`src/rtl/strip_scheduler_pkg.sv`:
```
// Shared constants and FSM state encoding for the strip read scheduler.
package strip_scheduler_pkg;

    localparam int unsigned STRIP_ROWS = 8;

    typedef logic [1:0] state_t;

    localparam state_t IDLE  = 2'd0;
    localparam state_t ISSUE = 2'd1;
    localparam state_t READ  = 2'd2;

endpackage

```
`src/rtl/strip_full_flag.sv`:
```
// Per-bank "strip buffered" flag: set wins over clear, overflow on a set into a full bank.
module strip_full_flag (
    input  logic clk,
    input  logic rst_n,
    input  logic set,
    input  logic clr,
    output logic full,
    output logic overflow_c
);

    // A coincident clear means the bank is being emptied this cycle, so the new strip fits.
    assign overflow_c = set & full & ~clr;

    always_ff @(posedge clk or negedge rst_n) begin
        if (!rst_n) begin
            full <= 1'b0;
        end else begin
            full <= set | (full & ~clr);
        end
    end

endmodule

```
`src/rtl/strip_scheduler.sv`:
```
// Ping-pong strip buffer read scheduler: issues one strip read per filled bank, in write order.
module strip_scheduler
    import strip_scheduler_pkg::*;
#(
    parameter int unsigned HEIGHT  = 720,
    parameter int unsigned STRIPS  = HEIGHT / STRIP_ROWS,
    parameter int unsigned TIMEOUT = 16384
) (
    input  logic                        clk,
    input  logic                        rst_n,
    input  logic [1:0]                  strip_rdy,
    input  logic                        frame_start,
    input  logic                        ds_ready,
    input  logic                        rd_done,
    input  logic                        clr_err,
    output logic                        rd_start,
    output logic                        rd_bank,
    output logic                        busy,
    output logic [$clog2(STRIPS)-1:0]   strip_idx,
    output logic                        frame_done,
    output logic                        overflow,
    output logic                        timeout_err
);

    localparam int unsigned IDX_W = $clog2(STRIPS);
    localparam int unsigned CNT_W = $clog2(TIMEOUT + 1);

    state_t           state;
    state_t           state_nx;
    logic [1:0]       full;
    logic [1:0]       full_clr;
    logic [1:0]       ovf_c;
    logic             next_bank;
    logic             pending;
    logic [CNT_W-1:0] tmo_cnt;

    logic complete_c;
    logic abort_c;
    logic fs_apply_c;
    logic last_c;

    assign complete_c = (state == READ) && rd_done;
    assign abort_c    = (state == READ) && !rd_done && (tmo_cnt == CNT_W'(TIMEOUT - 1));
    assign last_c     = (strip_idx == IDX_W'(STRIPS - 1));

    // Frame start acts at once in IDLE; otherwise it waits for the read to finish or abort.
    assign fs_apply_c = ((state == IDLE) && frame_start)
                      || ((complete_c || abort_c) && (pending || frame_start));

    assign full_clr[0] = fs_apply_c | abort_c | (complete_c && (rd_bank == 1'b0));
    assign full_clr[1] = fs_apply_c | abort_c | (complete_c && (rd_bank == 1'b1));

    strip_full_flag u_flag0 (
        .clk        (clk),
        .rst_n      (rst_n),
        .set        (strip_rdy[0]),
        .clr        (full_clr[0]),
        .full       (full[0]),
        .overflow_c (ovf_c[0])
    );

    strip_full_flag u_flag1 (
        .clk        (clk),
        .rst_n      (rst_n),
        .set        (strip_rdy[1]),
        .clr        (full_clr[1]),
        .full       (full[1]),
        .overflow_c (ovf_c[1])
    );

    always_ff @(posedge clk or negedge rst_n) begin
        if (!rst_n) begin
            state <= IDLE;
        end else begin
            state <= state_nx;
        end
    end

    always_comb begin
        state_nx = state;
        case (state)
            IDLE: begin
                if (!frame_start && full[next_bank] && ds_ready) begin
                    state_nx = ISSUE;
                end
            end
            ISSUE: begin
                state_nx = READ;
            end
            READ: begin
                if (complete_c || abort_c) begin
                    state_nx = IDLE;
                end
            end
            default: begin
                state_nx = IDLE;
            end
        endcase
    end

    always_ff @(posedge clk or negedge rst_n) begin
        if (!rst_n) begin
            rd_start    <= 1'b0;
            rd_bank     <= 1'b0;
            busy        <= 1'b0;
            strip_idx   <= '0;
            frame_done  <= 1'b0;
            next_bank   <= 1'b0;
            pending     <= 1'b0;
            tmo_cnt     <= '0;
            overflow    <= 1'b0;
            timeout_err <= 1'b0;
        end else begin
            rd_start   <= (state_nx == ISSUE);
            busy       <= (state_nx != IDLE);
            frame_done <= complete_c && last_c;

            if ((state == IDLE) && (state_nx == ISSUE)) begin
                rd_bank <= next_bank;
            end

            if (fs_apply_c) begin
                next_bank <= 1'b0;
            end else if (complete_c) begin
                next_bank <= ~next_bank;
            end

            if (fs_apply_c) begin
                strip_idx <= '0;
            end else if (complete_c) begin
                strip_idx <= last_c ? '0 : strip_idx + IDX_W'(1);
            end

            if (fs_apply_c) begin
                pending <= 1'b0;
            end else if (frame_start && (state != IDLE)) begin
                pending <= 1'b1;
            end

            tmo_cnt <= (state == READ) ? tmo_cnt + CNT_W'(1) : '0;

            // New errors take precedence over a same-cycle clear.
            if (|ovf_c) begin
                overflow <= 1'b1;
            end else if (clr_err) begin
                overflow <= 1'b0;
            end

            if (abort_c) begin
                timeout_err <= 1'b1;
            end else if (clr_err) begin
                timeout_err <= 1'b0;
            end
        end
    end

endmodule

```
`config.mk`:
```
export PLATFORM = sky130hd
export DESIGN_NAME = strip_scheduler
export DESIGN_NICKNAME = d
export VERILOG_FILES = /design/src/rtl/strip_scheduler_pkg.sv /design/src/rtl/strip_full_flag.sv /design/src/rtl/strip_scheduler.sv
export SDC_FILE = /design/constraint.sdc
export NUM_CORES = 1
export LEC_CHECK = 0
export CAP_MARGIN = 20
export CORE_MARGIN = 2
export CORE_UTILIZATION = 51
export CTS_BUF_LIST = sky130_fd_sc_hd__clkbuf_8
export CTS_CLUSTER_DIAMETER = 30
export CTS_CLUSTER_SIZE = 8
export DETAILED_ROUTE_END_ITERATION = 10
export HOLD_SLACK_MARGIN = 0.1
export PLACE_DENSITY_LB_ADDON = 0.25
export SLEW_MARGIN = 5
export SYNTH_ARGS = -nofsm -noshare
export SYNTH_HDL_FRONTEND = slang
export SYNTH_SLANG_ARGS = --single-unit
```
`constraint.sdc`:
```
create_clock -name clk -period 2.3 [get_ports clk]
set_input_delay 0.23 -clock clk [delete_from_list [all_inputs] [get_ports clk]]
set_output_delay 0.23 -clock clk [all_outputs]
set_load 0.02 [all_outputs]
```
==> Yosys cells after proc, flatten, opt, wreduce, memory -nomap -nowiden <==
Cells that the tools add are included.
{ "totals": {"ff_bits": 34, "latchBits": 0, "ramBits": 0, "mem_bits_ro": 0, "inputBits": 8, "output_inout_bits": 13, "elab_cells": 77, "memories": 0} }
{ "classes": {"n_addsub": 2, "mul": 0, "div_mod_pow": 0, "magnitude_cmp": 1, "n_eq_ne": 5, "n_shift": 0, "muxes": 16, "n_bitwise": 15, "n_reduce_logical": 25} }
{ "op_table": {"columns": ["operator", "count"], "rows": [
  ["7-bit 2-to-1 mux", 3],
  ["15-bit by 1-bit adder with 15-bit output (second input constant)", 1],
  ["15-bit by 14-bit == test with 1-bit output (second input constant)", 1],
  ["15-bit 2-to-1 mux", 1],
  ["1-bit logical AND", 12],
  ["2-bit nonzero test", 6],
  ["1-bit 2-to-1 mux", 9],
  ["7-bit by 1-bit adder with 7-bit output (second input constant)", 1],
  ["7-bit == test (second input constant)", 1],
  ["1-bit AND", 6],
  ["2-bit case mux with 3 select lines", 1],
  ["1-bit OR", 5],
  ["2-bit by 1-bit == test with 1-bit output (second input constant)", 2],
  ["2-bit 2-to-1 mux", 2],
  ["1-bit inverter", 4],
  ["1-bit logical OR", 3],
  ["2-bit == test (second input constant)", 1],
  ["1-bit logical NOT", 2],
  ["2-bit logical NOT", 1],
  ["1-bit by 2-bit less-than comparator with 1-bit output (second input constant)", 1],
  ["2-bit OR reduction", 1]
]} }

==> Longest topological paths before layout <==
Gate-level depths: netlist of the first run.
{ "logic_depth": {"word_depth": 12, "mapped_depth": 8, "depth_no_buf": 7} }

==> Hierarchy <==
A second synthesis of the first run with hierarchy kept.
{ "unflattened": {"hier_cells": 159, "hier_area_um2": 1639.1} }
{ "by_module_without_submodules": {"columns": ["module", "n_inst", "cells_each", "area_per_inst_um2", "seq_area_each_um2"], "rows": [
  ["strip_scheduler", 1, 151, 1554.0, 800.8],
  ["strip_full_flag", 2, 4, 42.5, 25.0]
]} }

==> Least setup slack after synthesis of the first run <==
Ideal clock, no wire load.
{ "synth_path": {"kind": "register -> register", "start": "register tmo_cnt[0]", "end": "register overflow", "setup_ns": 0.122, "arrival_ns": 1.720, "required_ns": 2.178, "setup_slack_ns": 0.459, "stages_incl_launch_ff": 7, "path_buffers": 0, "synth_period_minus_slack_ns": 1.841, "path_cell_list": "dfrtp_1 ha_1 nand3_2 or3_4 nor3_2 nor2_1 a32o_1"} }
{ "synth_between": {"elab_chain_cells": 11, "word_cells_on_any_way": 15, "cone_classes": "eq/ne (1); mux (1); bitwise (7); reduce/logical (6)"} }
{ "synth_rtl": {"columns": ["item", "line_no", "source"], "rows": [
  ["start, declared", "strip_scheduler.sv:35", "logic [CNT_W-1:0] tmo_cnt;"],
  ["start signal, assigned", "strip_scheduler.sv:140", "tmo_cnt <= (state == READ) ? tmo_cnt + CNT_W'(1) : '0;"],
  ["15-bit by 14-bit == test with 1-bit output *", "strip_scheduler.sv:43", "assign abort_c = (state == READ) && !rd_done && (tmo_cnt == CNT_W'(TIMEOUT - 1));"],
  ["1-bit logical AND *", "strip_scheduler.sv:43", null],
  ["1-bit logical OR", "strip_scheduler.sv:48", "|| ((complete_c || abort_c) && (pending || frame_start));"],
  ["1-bit logical AND", "strip_scheduler.sv:48", null],
  ["1-bit logical OR", "strip_scheduler.sv:48", null],
  ["1-bit OR *", "strip_scheduler.sv:50, strip_scheduler.sv:51", null],
  ["1-bit OR (on tied branches)", "strip_scheduler.sv:50, strip_scheduler.sv:51", null],
  ["1-bit inverter", "strip_full_flag.sv:12", "assign overflow_c = set & full & ~clr;"],
  ["1-bit AND", "strip_full_flag.sv:12", null],
  ["2-bit OR reduction *", "strip_scheduler.sv:143", "if (|ovf_c) begin"],
  ["1-bit 2-to-1 mux or 2-bit nonzero test (tied branches)", null, null],
  ["end signal, assigned", "strip_scheduler.sv:111", "overflow <= 1'b0;"],
  ["end signal, assigned", "strip_scheduler.sv:144", "overflow <= 1'b1;"],
  ["end signal, assigned", "strip_scheduler.sv:146", "overflow <= 1'b0;"],
  ["end, declared", "strip_scheduler.sv:21", "output logic overflow,"]
]} }
Mark *: on every way between the ends. The rest lies on a longest branch, timed or not.
A chain may end at the register's enable or synchronous reset.

==> Worst setup path in the final report of the first run <==
{ "layout_path": {"start": "register tmo_cnt[0]", "end": "register u_flag0.full"} }
{ "layout_between": {"elab_chain_cells": 10} }
{ "layout_rtl": {"columns": ["item", "line_no", "source"], "rows": [
  ["15-bit by 14-bit == test with 1-bit output *", "strip_scheduler.sv:43", null],
  ["1-bit logical AND *", "strip_scheduler.sv:43", null],
  ["1-bit logical OR", "strip_scheduler.sv:48", null],
  ["1-bit logical AND", "strip_scheduler.sv:48", null],
  ["1-bit logical OR", "strip_scheduler.sv:48", null],
  ["1-bit OR * (2 in series)", "strip_scheduler.sv:50", "assign full_clr[0] = fs_apply_c | abort_c | (complete_c && (rd_bank == 1'b0));"],
  ["1-bit inverter *", "strip_full_flag.sv:18", "full <= set | (full & ~clr);"],
  ["1-bit AND *", "strip_full_flag.sv:18", null],
  ["1-bit OR *", "strip_full_flag.sv:18", null],
  ["end signal, assigned", "strip_full_flag.sv:18", null],
  ["end, declared", "strip_full_flag.sv:7", "output logic full,"]
]} }
Marked as above.

==> flow_metrics.py, run 1 <==
metrics = {
    "flow_run": {
        "maxCapViolCount": 0,
    },
    "logic_synthesis": {
        "synth_edf_count": 0,
        "postSynthCellCount": 165,
        "synthArstFlopShare_pct": 100,
        "yosysSeqAreaShare_pct": 50.8,
        "syn_area_per_cell_um2": 10.2,
        "synthMostInstantiatedCell": "dfrtp_1",
        "yosysTopAreaCell": "dfrtp_1",
        "synth_top_flop_cell": "dfrtp_1",
        "ys_warn_count": 0,
        "synth-seq-cells": 34,
        "synthTopCellsByArea": "dfrtp_1 (51%), nor2_1 (5.8%), xor2_1 (5.2%)",
        "synthesis.area_um2": 1680,
        "ys_types": 39,
        "synth.net_count": 176,
        "synth_common_cells": "dfrtp_1 (34), nor2_1 (26), xor2_1 (10), nand2_1 (9), nor3_1 (9)",
        "synth_top_area_share_pct": 50.8,
    },
    "floorplan": {
        "die_area_um2": 3760,
        "dieWidth_um": 61.3,
        "die_h_um": 61.3,
        "num_io_pins": 21,
        "rows": 20,
        "start_util_pct": 54.4,
        "core-area_um2": 3080,
    },
    "drt": {
        "wirelength_um": 3220,
        "ant_nets": 0,
        "first_pass_iters": 4,
        "vias": 1294,
        "avgRoutedWirePerCell_um": 13.8,
        "vias_per_cell": 5.53,
        "drc": 0,
        "first_iter_violations": 43,
    },
    "clock_tree": {
        "cts_resized": 0,
        "insertion_delay_ns": 0.28,
        "cts_root_buffer": "clkbuf_8",
        "clkTransAtPathRegs_ns": 0.06,
        "cts_tree": "yes",
        "clock_sinks": 34,
        "cts_setup_buffers": 0,
        "clock_path_buffers": 2,
        "cts_buffers": 5,
        "hold_buffers": 0,
        "cts_htree_levels": 2,
    },
    "sta": {
        "fmax_ghz": 0.484,
        "fin_hold_ws_ns": 0.345,
        "maxSlewViolCount": 0,
        "fin_crit_sh_pct": 89.8,
        "worst_slew_pin_slew_ns": 0.426,
        "setup_viol": 0,
        "hold_viol": 0,
        "maxSlewHeadroom_pct": 71.3,
        "post-route-min-period_ns": 2.07,
        "fin_skew_ns": 0.00517,
        "setup_tns_ns": 0,
        "rsz0062_at_grt": "false",
    },
    "placement": {
        "placement.io_buffers": 20,
        "place.gp.congestion": 0.833,
        "placed_cells": 226,
        "dp_hpwl_um": 2350,
    },
    "setup_path": {
        "rr_worst_depth": 6,
        "required_ns": 2.45,
        "cp-start-kind": "flop",
        "endpoint_kind": "flop",
        "reg2reg_from": "tmo_cnt[0]$_DFF_PN0_",
        "crit_type": "reg2reg",
        "r2r-end": "u_flag0.full$_DFF_PN0_",
        "crit_arrival_ns": 2.22,
        "reg2reg_slack_ns": 0.23,
        "cp_max_fo": 7,
    },
    "pwr": {
        "combPwrFrac_pct": 21.6,
        "powerDensity_nw_per_um2": 788,
        "p_sw_mw": 0.469,
        "ir_worst_vdd_uv": 391,
        "p_seq_share_pct": 47.0,
        "total_power_mw": 1.60,
        "p_clk_share_pct": 31.4,
        "swShare_pct": 29.4,
        "cellInternalPower_mw": 1.13,
        "p_leak_nw": 0.851,
    },
    "layout": {
        "areaGrowthSynthToFinish_pct": 20.8,
        "antennaDiodeCount": 0,
        "final_util_pct": 65.8,
        "fin_cells": 234,
        "nNetsFinal": 200,
        "layout-drive-gt1-share_pct": 10.5,
    },
    "global_route": {
        "grt_pass1_vias": 1235,
        "grt_pass1_wl_um": 5490,
        "grt_max_degree": 35,
        "antenna_found_initial": 0,
        "grt_usage_pct": 20.5,
        "grt-ovfl-total": 0,
    },
    "worst_hold_path": {
        "min_path_type": "in2async",
    },
    "status": {
        "status": "finished clean",
    },
}
critical path: stages, from the launching register on:
cell and delay (ns):
dfrtp_1 0.38, ha_1 0.22, nand3_2 0.19, or3_4 0.45, nor3_2 0.35, o21a_1 0.25, o31ai_1 0.09
routing by layer:
metal / vias to the layer above / share of wire, % / wire length [um] / track usage [%]
li1: 622 / - / - / -
met4: 0 / 1.8 / 59 / 10.2
met3: 5 / 4.1 / 131 / 3.78
met1: 635 / 47 / 1520 / 27.6
met2: 32 / 47 / 1520 / 31.9
met5: - / 0 / 0 / 0
flip-flops by register name (all words and copies together), names as in the netlist:
name,count
busy,1
strip_idx,7
rd_bank,1
u_flag1.full,1
state,2
rd_start,1
next_bank,1
overflow,1
tmo_cnt,15
frame_done,1
timeout_err,1
pending,1
u_flag0.full,1
cells in the final DEF, fill, tap and decap left out, types with 2 or more instances in the layout:
| cell type | count |
|---|---|
| nand2b_1 | 3 |
| a21oi_1 | 6 |
| clkdlybuf4s50_1 | 20 |
| nor2_1 | 26 |
| xnor2_1 | 4 |
| or3_1 | 6 |
| xor2_1 | 10 |
| clkbuf_8 | 8 |
| nand3_1 | 4 |
| a32o_1 | 2 |
| o21a_1 | 2 |
| nand2_1 | 9 |
| or2_1 | 2 |
| nor3_1 | 9 |
| buf_4 | 2 |
| mux2i_1 | 2 |
| nor4_1 | 2 |
| inv_1 | 7 |
| nand4_1 | 5 |
| ha_1 | 3 |
| o21ai_0 | 6 |
| o31ai_1 | 2 |
| dfrtp_1 | 34 |
area by class of cell:
| class | count | area, um^2 |
|---|---|---|
| Multi-Input combinational cell | 119 | 767 |
| Timing Repair Buffer | 22 | 215 |
| Tap cell | 44 | 55.1 |
| Fill cell | 246 | 1050 |
| Clock buffer | 8 | 110 |
| Inverter | 7 | 26.3 |
| Sequential cell | 34 | 851 |
through the flow:
step	worst slack [ns]	instance area (um^2)
after floorplan	0.459	1680
after global placement	0.251	1910
after detailed placement	0.209	1910
after CTS	0.220	2020
after global routing	0.100	2020
final	0.234	2020
how the worst max path moves through the flow:
stage	from	to	slack (ns)	cells after the start
floorplan	tmo_cnt[0]$_DFF_PN0_	overflow$_DFFE_PN0P_	0.46	6
finish	tmo_cnt[0]$_DFF_PN0_	u_flag0.full$_DFF_PN0_	0.23	6
global placement	rd_done	strip_idx[5]$_DFFE_PN0P_	0.25	6
detailed placement	rd_done	strip_idx[4]$_DFFE_PN0P_	0.21	6
CTS	tmo_cnt[0]$_DFF_PN0_	u_flag0.full$_DFF_PN0_	0.22	6
global route	tmo_cnt[0]$_DFF_PN0_	u_flag0.full$_DFF_PN0_	0.10	6
logic make-up (layout without fill, tap and decap cells):
| logic type | Yosys count | after routing | synth area share, % |
|---|---|---|---|
| AOI/OAI and AO/OA | 24 | 24 | 9.49 |
| and+or+nand+nor | 75 | 75 | 24.9 |
| muxes | 3 | 3 | 1.87 |
| adders and majority gates | 3 | 3 | 2.24 |
| xor gates and xnor gates | 14 | 14 | 7.32 |
| buffers and inverters | 12 | 37 | 3.44 |
| DFF | 34 | 34 | 50.8 |
power by group through the flow:
stage / Clock, mW / Sequential [mW] / Combinational (mW)
finish: 0.502 / 0.750 / 0.344
global placement: 0 / 0.753 / 0.339
CTS: 0.514 / 0.750 / 0.349
detailed placement: 0 / 0.761 / 0.347
floorplan: 0 / 0.779 / 0.184
global route: 0.540 / 0.761 / 0.383
Note: power is estimated with default switching activity, not from simulation.
==> run 2, diff against run 1 <==
--- a/config.mk
+++ b/config.mk
@@ -5,7 +5,7 @@
 export SDC_FILE = /design/constraint.sdc
 export NUM_CORES = 1
 export LEC_CHECK = 0
-export CAP_MARGIN = 20
+export CAP_MARGIN = 10
 export CORE_MARGIN = 2
 export CORE_UTILIZATION = 51
 export CTS_BUF_LIST = sky130_fd_sc_hd__clkbuf_8
@@ -18,3 +18,4 @@
 export SYNTH_ARGS = -nofsm -noshare
 export SYNTH_HDL_FRONTEND = slang
 export SYNTH_SLANG_ARGS = --single-unit
+export TNS_END_PERCENT = 1
==> results of run 2 <==
The final DEF is identical to that of run 1; final timing and power are the same.
